### config.mk
export PLATFORM = sky130hd
export DESIGN_NAME = pipe_ctrl
export DESIGN_NICKNAME = d
export VERILOG_FILES = /design/src/rtl/pipe_ctrl_pkg.sv /design/src/rtl/pipe_hazard_cmp.sv /design/src/rtl/pipe_ctrl.sv
export SDC_FILE = /design/constraint.sdc
export NUM_CORES = 1
export LEC_CHECK = 0
export BUFFER_PORTS_ARGS = -buffer_cell sky130_fd_sc_hd__buf_2
export CAP_MARGIN = 10
export CORE_MARGIN = 2
export CORE_UTILIZATION = 40
export DETAILED_ROUTE_END_ITERATION = 10
export PLACE_DENSITY_LB_ADDON = 0.1
export SLEW_MARGIN = 10
export SYNTH_ARGS = -nofsm -noshare
export SYNTH_HDL_FRONTEND = slang
export SYNTH_HIERARCHICAL = 1
export SYNTH_SLANG_ARGS = --single-unit
### constraint.sdc
create_clock -name clk_i -period 3.38 [get_ports clk_i]
set_input_delay 0.676 -clock clk_i [delete_from_list [all_inputs] [get_ports clk_i]]
set_output_delay 0.676 -clock clk_i [all_outputs]
set_load 0.1 [all_outputs]
### src/rtl/pipe_ctrl_pkg.sv
// Shared types and control encodings for the pipeline stall/flush sequencer.
package pipe_ctrl_pkg;

  typedef enum logic [1:0] {
    RUN     = 2'd0,
    MD_BUSY = 2'd1,
    DRAIN   = 2'd2,
    HALTED  = 2'd3
  } state_t;

  localparam int DEF_REG_AW = 5;

  // Pipeline-register controls driven every cycle; field order is the output bus order.
  typedef struct packed {
    logic pc_write;
    logic ifid_write;
    logic ifid_flush;
    logic idex_write;
    logic idex_flush;
    logic exmem_flush;
  } ctrl_t;

  localparam ctrl_t CTRL_RUN    = 6'b110100;  // free-running pipeline
  localparam ctrl_t CTRL_STOP   = 6'b001011;  // everything frozen and cleared
  localparam ctrl_t CTRL_HOLD   = 6'b000001;  // mul/div occupies EX, bubble into MEM
  localparam ctrl_t CTRL_BUBBLE = 6'b000110;  // freeze front end, bubble into EX
  localparam ctrl_t CTRL_BRANCH = 6'b111111;  // redirect PC, squash wrong path

endpackage

### src/rtl/pipe_hazard_cmp.sv
// Load-use hazard detector: a load in EX whose destination is read by the instruction in ID.
module pipe_hazard_cmp #(
  parameter int REG_AW = 5
) (
  input  logic              memread,
  input  logic [REG_AW-1:0] ex_rt,
  input  logic [REG_AW-1:0] id_rs,
  input  logic [REG_AW-1:0] id_rt,
  output logic              lu_hazard
);

  // $zero is never really written, so a load into it cannot create a dependency.
  assign lu_hazard = memread && (ex_rt != '0) && ((ex_rt == id_rs) || (ex_rt == id_rt));

endmodule

### src/rtl/pipe_ctrl.sv
// Central stall/flush sequencer for the 5-stage pipeline: branch flush, mul/div hold,
// load-use stall and halt drain, plus saturating stall/flush event counters.
module pipe_ctrl
  import pipe_ctrl_pkg::*;
#(
  parameter int MD_LAT    = 4,
  parameter int DRAIN_CYC = 3,
  parameter int REG_AW    = DEF_REG_AW,
  parameter int CNT_W     = 32
) (
  input  logic              clk_i,
  input  logic              rst_i,
  input  logic [REG_AW-1:0] ifid_rs_i,
  input  logic [REG_AW-1:0] ifid_rt_i,
  input  logic              idex_memread_i,
  input  logic [REG_AW-1:0] idex_rt_i,
  input  logic              idex_is_md_i,
  input  logic              branch_taken_i,
  input  logic              halt_i,
  output logic              pc_write_o,
  output logic              ifid_write_o,
  output logic              ifid_flush_o,
  output logic              idex_write_o,
  output logic              idex_flush_o,
  output logic              exmem_flush_o,
  output logic              md_done_o,
  output logic              halted_o,
  output logic [CNT_W-1:0]  stall_cnt_o,
  output logic [CNT_W-1:0]  flush_cnt_o
);

  localparam int MD_W = $clog2(MD_LAT + 1);
  localparam int DR_W = (DRAIN_CYC < 1) ? 1 : $clog2(DRAIN_CYC + 1);
  localparam logic [MD_W-1:0] MD_LOAD = MD_W'(MD_LAT - 1);
  localparam logic [DR_W-1:0] DR_LOAD = DR_W'(DRAIN_CYC);
  localparam logic [CNT_W-1:0] CNT_MAX = {CNT_W{1'b1}};

  state_t          state;
  state_t          state_nxt;
  logic [MD_W-1:0] md_cnt;
  logic [MD_W-1:0] md_cnt_nxt;
  logic [DR_W-1:0] drain_cnt;
  logic [DR_W-1:0] drain_nxt;
  ctrl_t           ctrl;
  logic            md_done;
  logic            stall_evt;
  logic            flush_evt;
  logic            lu_hazard;
  logic [CNT_W-1:0] stall_cnt;
  logic [CNT_W-1:0] flush_cnt;

  pipe_hazard_cmp #(
    .REG_AW (REG_AW)
  ) u_hazard (
    .memread   (idex_memread_i),
    .ex_rt     (idex_rt_i),
    .id_rs     (ifid_rs_i),
    .id_rt     (ifid_rt_i),
    .lu_hazard (lu_hazard)
  );

  always_ff @(posedge clk_i or negedge rst_i) begin
    if (!rst_i) begin
      state     <= RUN;
      md_cnt    <= '0;
      drain_cnt <= '0;
    end else begin
      state     <= state_nxt;
      md_cnt    <= md_cnt_nxt;
      drain_cnt <= drain_nxt;
    end
  end

  always_comb begin
    state_nxt  = state;
    md_cnt_nxt = md_cnt;
    drain_nxt  = drain_cnt;
    ctrl       = CTRL_RUN;
    md_done    = 1'b0;
    stall_evt  = 1'b0;
    flush_evt  = 1'b0;

    if (state == HALTED) begin
      ctrl = CTRL_STOP;
    end else if (branch_taken_i) begin
      // A taken branch wins everywhere below HALTED; a wrong-path mul/div or drain is abandoned.
      ctrl       = CTRL_BRANCH;
      flush_evt  = 1'b1;
      state_nxt  = RUN;
      md_cnt_nxt = '0;
      drain_nxt  = '0;
    end else begin
      case (state)
        RUN: begin
          if (idex_is_md_i) begin
            // The first EX cycle of the op already holds the front end.
            ctrl       = CTRL_HOLD;
            stall_evt  = 1'b1;
            md_cnt_nxt = MD_LOAD;
            state_nxt  = MD_BUSY;
          end else if (lu_hazard) begin
            ctrl      = CTRL_BUBBLE;
            stall_evt = 1'b1;
          end else if (halt_i) begin
            drain_nxt = DR_LOAD;
            state_nxt = DRAIN;
          end
        end
        MD_BUSY: begin
          if (md_cnt <= MD_W'(1)) begin
            md_done    = 1'b1;
            md_cnt_nxt = '0;
            state_nxt  = RUN;
          end else begin
            ctrl       = CTRL_HOLD;
            stall_evt  = 1'b1;
            md_cnt_nxt = md_cnt - MD_W'(1);
          end
        end
        DRAIN: begin
          ctrl = CTRL_BUBBLE;
          if (drain_cnt <= DR_W'(1)) begin
            drain_nxt = '0;
            state_nxt = HALTED;
          end else begin
            drain_nxt = drain_cnt - DR_W'(1);
          end
        end
        default: begin
          ctrl = CTRL_STOP;
        end
      endcase
    end

    // Reset overrides the datapath controls immediately, not just at the next edge.
    if (!rst_i) begin
      ctrl    = CTRL_STOP;
      md_done = 1'b0;
    end
  end

  always_ff @(posedge clk_i or negedge rst_i) begin
    if (!rst_i) begin
      stall_cnt <= '0;
      flush_cnt <= '0;
    end else begin
      if (stall_evt && (stall_cnt != CNT_MAX)) begin
        stall_cnt <= stall_cnt + CNT_W'(1);
      end
      if (flush_evt && (flush_cnt != CNT_MAX)) begin
        flush_cnt <= flush_cnt + CNT_W'(1);
      end
    end
  end

  assign pc_write_o    = ctrl.pc_write;
  assign ifid_write_o  = ctrl.ifid_write;
  assign ifid_flush_o  = ctrl.ifid_flush;
  assign idex_write_o  = ctrl.idex_write;
  assign idex_flush_o  = ctrl.idex_flush;
  assign exmem_flush_o = ctrl.exmem_flush;
  assign md_done_o     = md_done;
  assign halted_o      = (state == HALTED);
  assign stall_cnt_o   = stall_cnt;
  assign flush_cnt_o   = flush_cnt;

endmodule

==> qor.txt <==
Xor-xnor portion of the synthesized cell area: 0.152
Post-synthesis cell area: 0.00391 sq mm
Ant diodes: 0
Max-cap violations: 0
DP Area: 0.00452 sq mm
CTS tree: built
Routed Wire Length: 8.80 mm
Compound-Gate Fraction of Synth Area: 0.0694
Postcts setup bufs: 0
Synth-to-layout area growth: 21.2%
Clk buf depth: 2
Minimum clock period: 3060 ps
Initial antenna violation count: 0
Yosys cell types: 54
Vias after detailed routing: 3,198
Setup CP Type: reg2out
Grt total ovfl: 0
Depth of the CTS H-tree: 3
Die height: 103 um
Yosys reg bits: 71
Gr usage total: 0.174
Row cnt: 36
Sw Share: 0.449
Pwr Density: 630 mW/mm^2
Dpl cells: 608
Net switching power: 0.00134 W
Worst slew pin tran: 879 ps
Sink Count: 71
Die Wd: 103 um
Layout cells sized above 1: 0.263
Synth Area in Adders: 0.0256
Initial Util: 0.406
Pin count of the biggest net entering global routing: 72
# resized after CTS: 0
Ratio of final minimum period to clock period: 0.906
Clock-pin slew on the worst setup and hold paths: 80 ps
Skew-Pair Late Insertion Delay: 340 ps
Relative slew margins: 0.414
WP data arrival: 2390 ps
GPL Wtd Cong: 0.801
Most frequent cells in the layout: 91 x buf_2, 71 x dfrtp_1, 34 x xor2_1, 34 x xnor2_1, 30 x nand2_1
Worst hold-check path type: reg2reg
Pre-antenna DRT Iters: 4
Clock Power Share: 0.252
DRC Markers: 0
Share of flip-flops with an asynchronous set or reset: 1.00
Outcome: finished clean
Int Power: 0.00165 W
Post-detailed-route wirelength per cell: 14.1 um
HPWL after DPL: 6.42 mm
Largest family of logic cells by synthesized area: simple AND/OR/NAND/NOR gates
Unrepaired setup endpoints after global routing: no
Slew Limit Fails: 0
Ports: 93
Core area: 0.00964 sq mm
Syn_area_per_cell: 10.0 sq um
Full die area: 0.0106 sq mm
Fin cells: 623
Post-CTS Hold Buffers: 0
Antenna-violating nets left: 0
# port buffers: 92
Most common cell after layout, fill and taps aside: buf_2
YS warnings: 6
Clock Root Buffer: clkbuf_8
VDD IR max: 0.552 mV
CP max FO: 6
DR iter-0 viols: 93
Post-Synth Simple-Gate Area: 0.258
Setup TNS: 0 ps
Mux contribution to synthesized area: 0.0141
Final instance area: 0.00474 sq mm
Cells after Synth: 390
Comb pwr share: 0.390
Via-per-instance ratio: 5.13
FILL cells: 957
NumNets Final: 515
Sequential fraction of design power: 0.358
Hold Fails Final Rpt: 0
Worst path required time: 2700 ps
Leak Pwr: 2.32 nW
Power, Total: 0.00299 W
CP Capture Type: output pin
First-pass GRT wire length: 14.6 mm
Clk_skew: 14.1 ps
Num CTS Buffers: 9
Post-synthesis sequential area ratio: 0.454
Final setup viols: 0
Vias in the first global route: 3,039
F_max: 0.326 GHz
Syn_nets: 419
Post-synth EDFFs: 0
Most used flip-flop cell after synthesis: dfrtp_1
Startpoint Class: flip-flop
==> per-layer routing <==
| layer | part of all wire | global-route usage |
|---|---|---|
| met5 | 0 | 0 |
| met4 | 0.012 | 0.0506 |
| met3 | 0.040 | 0.0366 |
| met2 | 0.48 | 0.284 |
| met1 | 0.47 | 0.233 |
==> worst paths after layout <==
path | depth (start not counted) | endpoint | startpoint | slack, ps
worst max-delay path | 6 | md_done_o | state[1] | 320
worst min-delay path | 1 | flush_cnt_o[31] | flush_cnt_o[31] | 490
worst max register to register | 8 | stall_cnt_o[25] | state[1] | 910
worst min register to register | 1 | flush_cnt_o[31] | flush_cnt_o[31] | 490
max in group asynchronous | 2 | stall_cnt_o[2] | rst_i | 2230
min in group asynchronous | 2 | flush_cnt_o[2] | rst_i | 570
==> cell usage after synthesis (all sizes together), types with 2 or more instances <==
| library cell | count | area (sq um) |
|---|---|---|
| dfrtp | 71 | 1780 |
| xnor2 | 34 | 298 |
| xor2 | 34 | 298 |
| nand2 | 31 | 116 |
| nand4 | 27 | 175 |
| nand3 | 26 | 130 |
| nor3 | 22 | 120 |
| and3 | 15 | 93.8 |
| nor4 | 14 | 121 |
| o21ai | 14 | 70.1 |
| nor2 | 13 | 48.8 |
| inv | 11 | 41.3 |
| a21oi | 8 | 40.0 |
| ha | 8 | 100 |
| buf | 6 | 45.0 |
| nand2b | 6 | 37.5 |
| and2 | 5 | 31.3 |
| clkbuf | 5 | 18.8 |
| nor2b | 5 | 31.3 |
| mux2 | 4 | 45.0 |
| and4 | 3 | 26.3 |
| o41ai | 3 | 33.8 |
| nor4b | 2 | 23.8 |
| o21bai | 2 | 15.0 |
| o31a | 2 | 17.5 |
| or2 | 2 | 12.5 |
==> cells by family after synthesis <==
group	Yosys count
AO/OA/AOI/OAI	40
adder cells (fa/ha/maj)	8
buffers and inverters	22
AND/OR/NAND/NOR	176
flip-flops	71
multiplexers	5
XOR/XNOR	68
==> state kept, by name, indices dropped and copies added (netlist names) <==
| signal | cells |
|---|---|
| state | 2 |
| stall_cnt_o | 32 |
| drain_cnt | 2 |
| md_cnt | 3 |
| flush_cnt_o | 32 |
==> final cells by class <==
| class | count | area [sq um] | share of cell area |
|---|---|---|---|
| Clock buffer | 10 | 138 | 0.0290 |
| Clock inverter | 5 | 81.3 | 0.0172 |
| Inverter | 11 | 41.3 | 0.00871 |
| Multi-Input combinational cell | 297 | 2040 | 0.431 |
| Sequential cell | 71 | 1780 | 0.375 |
| Tap cell | 133 | 166 | 0.0351 |
| Timing Repair Buffer | 96 | 493 | 0.104 |
==> critical path, stage by stage (launching register included) <==
cell     delay, ps
dfrtp_1        420
inv_1          100
ha_1           270
inv_2           80
nor3_1         510
nor2b_4        240
buf_2          420
==> power groups by stage <==
stage	Combinational, W	Clock [W]	Sequential, W
4_1_cts	0.00118	0.000779	0.00107
2_1_floorplan	0.000469	0	0.00157
6_report	0.00117	0.000752	0.00107
3_5_place_dp	0.00118	0	0.00108
3_3_place_gp	0.00117	0	0.00108
5_1_grt	0.00124	0.000819	0.00109
==> stage by stage <==
stage           util  hold WS [ps]  worst slack, ps
3_3_place_gp   0.469           475              431
5_1_grt        0.492           514              151
6_report       0.492           489              317
4_1_cts        0.492           496              254
3_5_place_dp   0.469           481              348
2_1_floorplan      -           380              274
Note: power is estimated with default switching activity, not from simulation.
